File: config.mk
export PLATFORM = sky130hd
export DESIGN_NAME = hazard_sequencer_flat
export DESIGN_NICKNAME = d
export VERILOG_FILES = /design/src/rtl/hazard_sequencer_if.sv /design/src/rtl/hazard_sequencer.sv /design/src/flat_wrapper.sv
export SDC_FILE = /design/constraint.sdc
export NUM_CORES = 1
export LEC_CHECK = 0
export ABC_AREA = 1
export CAP_MARGIN = 10
export CORE_MARGIN = 3
export CORE_UTILIZATION = 47
export CTS_BUF_LIST = sky130_fd_sc_hd__clkbuf_8
export DETAILED_ROUTE_END_ITERATION = 16
export PLACE_DENSITY_LB_ADDON = 0.2
export SYNTH_ARGS = -nofsm -noshare
export SYNTH_HDL_FRONTEND = slang
export SYNTH_SLANG_ARGS = --single-unit
File: constraint.sdc
create_clock -name clk -period 2.3 [get_ports clk]
set_input_delay 0.46 -clock clk [delete_from_list [all_inputs] [get_ports clk]]
set_output_delay 0.46 -clock clk [all_outputs]
set_load 0.005 [all_outputs]
File: src/rtl/hazard_sequencer_if.sv
// Hazard sequencer bus: hazard sources from the pipeline and the stall/flush
// controls returned to it.
//   master : pipeline side, drives hazard sources, receives controls
//   slave  : sequencer side, receives hazard sources, drives controls
interface hazard_sequencer_if #(
    parameter int unsigned CNT_W = 16
);
    logic [4:0]       idRs;
    logic [4:0]       idRt;
    logic             idUsesRt;
    logic             exMemRead;
    logic [4:0]       exRt;
    logic             mdStart;
    logic             pcSrc;
    logic             pcWrite;
    logic             ifIdWrite;
    logic             idExWrite;
    logic             idExBubble;
    logic             exMemBubble;
    logic             ifIdFlush;
    logic             idExFlush;
    logic             exMemFlush;
    logic             mdBusy;
    logic             mdDone;
    logic [CNT_W-1:0] stallCycles;

    modport master (
        output idRs, idRt, idUsesRt, exMemRead, exRt, mdStart, pcSrc,
        input  pcWrite, ifIdWrite, idExWrite, idExBubble, exMemBubble,
               ifIdFlush, idExFlush, exMemFlush, mdBusy, mdDone, stallCycles
    );

    modport slave (
        input  idRs, idRt, idUsesRt, exMemRead, exRt, mdStart, pcSrc,
        output pcWrite, ifIdWrite, idExWrite, idExBubble, exMemBubble,
               ifIdFlush, idExFlush, exMemFlush, mdBusy, mdDone, stallCycles
    );
endinterface

File: src/rtl/hazard_sequencer.sv
// Pipeline control sequencer for the 5-stage MIPS CPU: load-use stalls,
// multi-cycle mult/div occupancy of EX, and taken-branch flushes.
//   clk, rst_n : pipeline clock, asynchronous active-low reset
//   bus        : hazard sources in; PC/IF-ID/ID-EX enables, bubbles, flushes,
//                mult/div status and the stall-cycle counter out
// Controls are combinational from state and inputs; stallCycles is registered.
module hazard_sequencer #(
    parameter int unsigned MD_LATENCY = 4,
    parameter int unsigned CNT_W      = 16
) (
    input  logic            clk,
    input  logic            rst_n,
    hazard_sequencer_if.slave bus
);
    localparam int unsigned   MD_CNT_W  = $clog2(MD_LATENCY);
    localparam logic [MD_CNT_W-1:0] MD_LOAD = MD_CNT_W'(MD_LATENCY - 2);
    localparam logic [CNT_W-1:0]    STALL_MAX = '1;

    typedef enum logic [0:0] {
        RUN     = 1'b0,
        MD_BUSY = 1'b1
    } state_e;

    state_e              state_q, state_d;
    logic [MD_CNT_W-1:0] md_cnt_q, md_cnt_d;
    logic [CNT_W-1:0]    stall_cycles_q, stall_cycles_d;

    logic load_use_c;
    logic pc_write_c, if_id_write_c, id_ex_write_c;
    logic id_ex_bubble_c, ex_mem_bubble_c;
    logic if_id_flush_c, id_ex_flush_c, ex_mem_flush_c;
    logic md_busy_c, md_done_c;

    // Load in EX whose destination feeds a source of the instruction in ID.
    assign load_use_c = bus.exMemRead && (bus.exRt != 5'd0) &&
                        ((bus.exRt == bus.idRs) ||
                         (bus.idUsesRt && (bus.exRt == bus.idRt)));

    // State register and stall counter.
    always_ff @(posedge clk or negedge rst_n) begin
        if (!rst_n) begin
            state_q        <= RUN;
            md_cnt_q       <= '0;
            stall_cycles_q <= '0;
        end else begin
            state_q        <= state_d;
            md_cnt_q       <= md_cnt_d;
            stall_cycles_q <= stall_cycles_d;
        end
    end

    // Next state and control decode; priority pcSrc > mult/div > load-use.
    always_comb begin
        state_d         = state_q;
        md_cnt_d        = md_cnt_q;
        pc_write_c      = 1'b1;
        if_id_write_c   = 1'b1;
        id_ex_write_c   = 1'b1;
        id_ex_bubble_c  = 1'b0;
        ex_mem_bubble_c = 1'b0;
        if_id_flush_c   = 1'b0;
        id_ex_flush_c   = 1'b0;
        ex_mem_flush_c  = 1'b0;
        md_busy_c       = 1'b0;
        md_done_c       = 1'b0;

        if (rst_n) begin
            md_busy_c = (state_q == MD_BUSY);
            if (bus.pcSrc) begin
                // Anything in flight behind the branch, mult/div included, is squashed.
                if_id_flush_c  = 1'b1;
                id_ex_flush_c  = 1'b1;
                ex_mem_flush_c = 1'b1;
                state_d        = RUN;
                md_cnt_d       = '0;
            end else if (state_q == MD_BUSY) begin
                if (md_cnt_q != '0) begin
                    pc_write_c      = 1'b0;
                    if_id_write_c   = 1'b0;
                    id_ex_write_c   = 1'b0;
                    ex_mem_bubble_c = 1'b1;
                    md_cnt_d        = md_cnt_q - MD_CNT_W'(1);
                end else begin
                    // ID/EX still holds the finishing mult/div, so mdStart is stale here.
                    md_done_c = 1'b1;
                    state_d   = RUN;
                end
            end else if (bus.mdStart) begin
                pc_write_c      = 1'b0;
                if_id_write_c   = 1'b0;
                id_ex_write_c   = 1'b0;
                ex_mem_bubble_c = 1'b1;
                md_cnt_d        = MD_LOAD;
                state_d         = MD_BUSY;
            end else if (load_use_c) begin
                // The bubble clears exMemRead, so each load stalls exactly once.
                pc_write_c     = 1'b0;
                if_id_write_c  = 1'b0;
                id_ex_bubble_c = 1'b1;
            end
        end

        stall_cycles_d = (!pc_write_c && (stall_cycles_q != STALL_MAX))
                       ? stall_cycles_q + CNT_W'(1) : stall_cycles_q;
    end

    assign bus.pcWrite     = pc_write_c;
    assign bus.ifIdWrite   = if_id_write_c;
    assign bus.idExWrite   = id_ex_write_c;
    assign bus.idExBubble  = id_ex_bubble_c;
    assign bus.exMemBubble = ex_mem_bubble_c;
    assign bus.ifIdFlush   = if_id_flush_c;
    assign bus.idExFlush   = id_ex_flush_c;
    assign bus.exMemFlush  = ex_mem_flush_c;
    assign bus.mdBusy      = md_busy_c;
    assign bus.mdDone      = md_done_c;
    assign bus.stallCycles = stall_cycles_q;
endmodule

File: src/flat_wrapper.sv
// flat-port wrapper written by rule: the top's interface ports become plain ports
module hazard_sequencer_flat 
#(
    parameter int unsigned MD_LATENCY = 4,
    parameter int unsigned CNT_W      = 16
)
  (clk, rst_n, bus_idRs, bus_idRt, bus_idUsesRt, bus_exMemRead, bus_exRt, bus_mdStart, bus_pcSrc, bus_pcWrite, bus_ifIdWrite, bus_idExWrite, bus_idExBubble, bus_exMemBubble, bus_ifIdFlush, bus_idExFlush, bus_exMemFlush, bus_mdBusy, bus_mdDone, bus_stallCycles);
  hazard_sequencer_if #(.CNT_W(CNT_W)) bus_i ();
  input  logic clk;
  input  logic rst_n;
  input wire logic [$bits(bus_i.idRs)-1:0] bus_idRs;
  input wire logic [$bits(bus_i.idRt)-1:0] bus_idRt;
  input wire logic [$bits(bus_i.idUsesRt)-1:0] bus_idUsesRt;
  input wire logic [$bits(bus_i.exMemRead)-1:0] bus_exMemRead;
  input wire logic [$bits(bus_i.exRt)-1:0] bus_exRt;
  input wire logic [$bits(bus_i.mdStart)-1:0] bus_mdStart;
  input wire logic [$bits(bus_i.pcSrc)-1:0] bus_pcSrc;
  output wire logic [$bits(bus_i.pcWrite)-1:0] bus_pcWrite;
  output wire logic [$bits(bus_i.ifIdWrite)-1:0] bus_ifIdWrite;
  output wire logic [$bits(bus_i.idExWrite)-1:0] bus_idExWrite;
  output wire logic [$bits(bus_i.idExBubble)-1:0] bus_idExBubble;
  output wire logic [$bits(bus_i.exMemBubble)-1:0] bus_exMemBubble;
  output wire logic [$bits(bus_i.ifIdFlush)-1:0] bus_ifIdFlush;
  output wire logic [$bits(bus_i.idExFlush)-1:0] bus_idExFlush;
  output wire logic [$bits(bus_i.exMemFlush)-1:0] bus_exMemFlush;
  output wire logic [$bits(bus_i.mdBusy)-1:0] bus_mdBusy;
  output wire logic [$bits(bus_i.mdDone)-1:0] bus_mdDone;
  output wire logic [$bits(bus_i.stallCycles)-1:0] bus_stallCycles;
  assign bus_i.idRs = bus_idRs;
  assign bus_i.idRt = bus_idRt;
  assign bus_i.idUsesRt = bus_idUsesRt;
  assign bus_i.exMemRead = bus_exMemRead;
  assign bus_i.exRt = bus_exRt;
  assign bus_i.mdStart = bus_mdStart;
  assign bus_i.pcSrc = bus_pcSrc;
  assign bus_pcWrite = bus_i.pcWrite;
  assign bus_ifIdWrite = bus_i.ifIdWrite;
  assign bus_idExWrite = bus_i.idExWrite;
  assign bus_idExBubble = bus_i.idExBubble;
  assign bus_exMemBubble = bus_i.exMemBubble;
  assign bus_ifIdFlush = bus_i.ifIdFlush;
  assign bus_idExFlush = bus_i.idExFlush;
  assign bus_exMemFlush = bus_i.exMemFlush;
  assign bus_mdBusy = bus_i.mdBusy;
  assign bus_mdDone = bus_i.mdDone;
  assign bus_stallCycles = bus_i.stallCycles;
  hazard_sequencer #(.MD_LATENCY(MD_LATENCY), .CNT_W(CNT_W)) u_core (.clk(clk), .rst_n(rst_n), .bus(bus_i));
endmodule
==> run metrics <==
total number of vias 1,447; required time of the critical path 1840 ps; vias in the first global route 1,273; status finished, final reports clean; number of clock sinks 19; Setup-failing EPs final 0; total power per unit cell area 474 nW/um2; cell-by-cell listing of the critical path clkdlybuf4s50_1 > inv_1 > nand2_1 > nand2_1 > nor2_1 > nand3_1 > nand2_2 > nand2_1 > nor3_1 > clkbuf_2; ratio of cells with drive above 1 in the final layout 9.33%; drt wl/cell 11.7 um; chip height 61.0 um; total chip power 959 uW; capturing element type of the critical path output pin; DP HPWL 2.47 mm; # hold bufs at CTS 0; wire length of the first global-routing pass 5.55 mm; deepest level of the CTS H-tree 1; final routed DRC violation total 0; CORE AREA 2830 um2; min Tclk post-route 2240 ps; final net count 292; fraction of the yosys area taken by sequential cells 33.4%; area share of xor/xnor cells in the synthesized design 8.00%; CTS clock-pin slew for the worst setup and hold paths 80 ps; worst hold-check path type primary input to asynchronous set/reset pin; flip-flop cell with the highest count after synthesis sky130_fd_sc_hd__dfrtp_1; clock tree skew after final layout 5.71 ps; final core occ 71.6%; final cell count without fillers 299; Post-Synthesis Net Count 239; area growth from synthesis to layout 42.2%; critical path class primary input to output pin; number of inserted diodes 0; Routed Antenna Nets 0; overall overflow remaining after global route 0; measured slew at the worst slew-check pin 304 ps; post-synthesis cell area 1420 um2; adder and majority gate portion of the synthesized area 1.76%; detailed-router iteration count before antenna repair 4; arrival time at the worst endpoint 1780 ps; fraction of the mapped netlist area in compound gates 1.41%; routability congestion estimate from global placement 0.811; count of final hold-check violations 0; Avg Cell Area, Syn 6.59 um2; drt total wl 3.50 mm; drt initial violations 67; total of flip-flops plus latches after synthesis 19; post-synthesis mux area share 0%; Slew Limit Headroom 79.7%; Max Freq 0.446 GHz; worst skew pair latency 260 ps; share of flip-flops with an asynchronous set or reset after synthesis 100%; EDFF count, synth 0; number of pins with negative max-slew slack in the final report 0; CP max FO 2; cell leakage power 0.00115 uW; initial antenna violation count 0; CP max stage cell sky130_fd_sc_hd__clkdlybuf4s50_1; library cells used by synthesis 23; Crit path top cell by count sky130_fd_sc_hd__nand2_1; Max clock buf depth 2; VDD IR max 378 uV; post-route fraction of the period consumed by the critical path 97.6%; count of max-cap constraint violations 0; TritonCTS clock tree yes; crit start category primary input; placed cell areas 1920 um2; Post-Syn Instances 216; final non-filler cell area 2020 um2; Port Buffer Count 46; I/O pin count 47; total routing usage reported by global routing 19.8%; die width 61.0 um; TritonCTS buffer count 3; peak per-stage delay on the critical path 460 ps; warnings from Yosys 0; total of fill cells in the finished design 247; count of standard-cell rows 19; Synth Area in Simple Gates 44.2%; largest family of logic cells by synthesized area simple AND/OR/NAND/NOR gates; # placed instances 293; largest net degree at the start of global routing 18; root buf cell sky130_fd_sc_hd__clkbuf_8; routed vias/inst 4.84; area of the die 3730 um2; effective utilization at floorplan 50.3%
kinds of logic (layout without fill, tap and decap cells):
| group | Yosys count | count (layout) |
|---|---|---|
| adder cells (fa/ha/maj) | 2 | 2 |
| buffers and inverters | 37 | 89 |
| flip-flops | 19 | 19 |
| AND/OR/NAND/NOR | 141 | 141 |
| XOR/XNOR | 13 | 13 |
| AO/OA/AOI/OAI | 4 | 4 |
synth_stat cells (3+ instances only):
cell | n | area share [%]
sky130_fd_sc_hd__buf_4 | 3 | 1.6
sky130_fd_sc_hd__dfrtp_1 | 19 | 33
sky130_fd_sc_hd__inv_1 | 30 | 7.9
sky130_fd_sc_hd__nand2_1 | 83 | 22
sky130_fd_sc_hd__nand3_1 | 27 | 9.5
sky130_fd_sc_hd__nor2_1 | 18 | 4.7
sky130_fd_sc_hd__o21ai_0 | 4 | 1.4
sky130_fd_sc_hd__xnor2_1 | 8 | 4.9
sky130_fd_sc_hd__xor2_1 | 5 | 3.1
metal layers:
metal / GRT usage [%] / vias to the layer above / wire, um
met5: 0 / - / 0
met4: 7.74 / 0 / 57
met3: 4.19 / 6 / 123
met2: 30.7 / 33 / 1670
met1: 27.1 / 640 / 1650
li1: - / 768 / -
cells in the final DEF, fill, tap and decap left out, types with 6 or more instances in the layout:
cell type                         count
sky130_fd_sc_hd__nand2_1             82
sky130_fd_sc_hd__inv_1               30
sky130_fd_sc_hd__clkdlybuf4s50_1     30
sky130_fd_sc_hd__nand3_1             26
sky130_fd_sc_hd__dfrtp_1             19
sky130_fd_sc_hd__nor2_1              17
sky130_fd_sc_hd__xnor2_1              8
sky130_fd_sc_hd__dlygate4sd2_1        7
sky130_fd_sc_hd__dlymetal6s2s_1       6
sky130_fd_sc_hd__buf_4                6
registers in the layout (all words and copies together), names as in the netlist:
name,cells
u_core.state_q,1
u_core.bus.stallCycles,16
u_core.md_cnt_q,2
metrics by stage:
stage	hold slack, ps	setup TNS, ps	setup WS (ps)
after global routing	355	-12.5	-12.5
after floorplan	164	0	314
after CTS	347	0	11.6
after detailed placement	523	-1340	-316
final	351	0	55.9
after global placement	515	-1230	-277
path summary, 6_finish.rpt:
check | startpoint | end | slack [ps] | cells after the start
max in group asynchronous | rst_n | u_core.md_cnt_q[0] | 1690 | 2
worst min register to register | u_core.bus.stallCycles[1] | u_core.bus.stallCycles[1] | 540 | 2
worst max-delay path | bus_idRt[0] | bus_idExBubble | 60 | 10
worst min-delay path | rst_n | u_core.bus.stallCycles[15] | 350 | 2
min in group clk | u_core.bus.stallCycles[1] | u_core.bus.stallCycles[1] | 540 | 2
worst max register to register | u_core.bus.stallCycles[0] | u_core.bus.stallCycles[4] | 260 | 9
power breakdown:
group,internal (uW),total (uW),switching (uW)
Sequential,374,424,49.4
Combinational,170,298,128
Clock,121,237,117
Total,665,959,294
final cells by class:
class / instances / area [um2] / area share [%]
Sequential cell: 19 / 475 / 23.5
Clock buffer: 3 / 41.3 / 2.04
Timing Repair Buffer: 54 / 549 / 27.1
Multi-Input combinational cell: 160 / 798 / 39.4
Inverter: 31 / 116 / 5.75
Clock inverter: 1 / 5.00 / 0.247
Tap cell: 31 / 38.8 / 1.92
critical path: cells and delay by family:
| kind | cells | cell delay, ps |
|---|---|---|
| and+or+nand+nor | 7 | 660 |
| buffers and inverters | 3 | 660 |
timing repair:
action,4_1_cts,5_1_grt
buffers inserted,0,1
pin swaps,1,6
endpoints found under the setup margin,9,4
gates resized for setup,14,14
cloned,1,0
No activity file was read; power rests on OpenSTA's default activity.
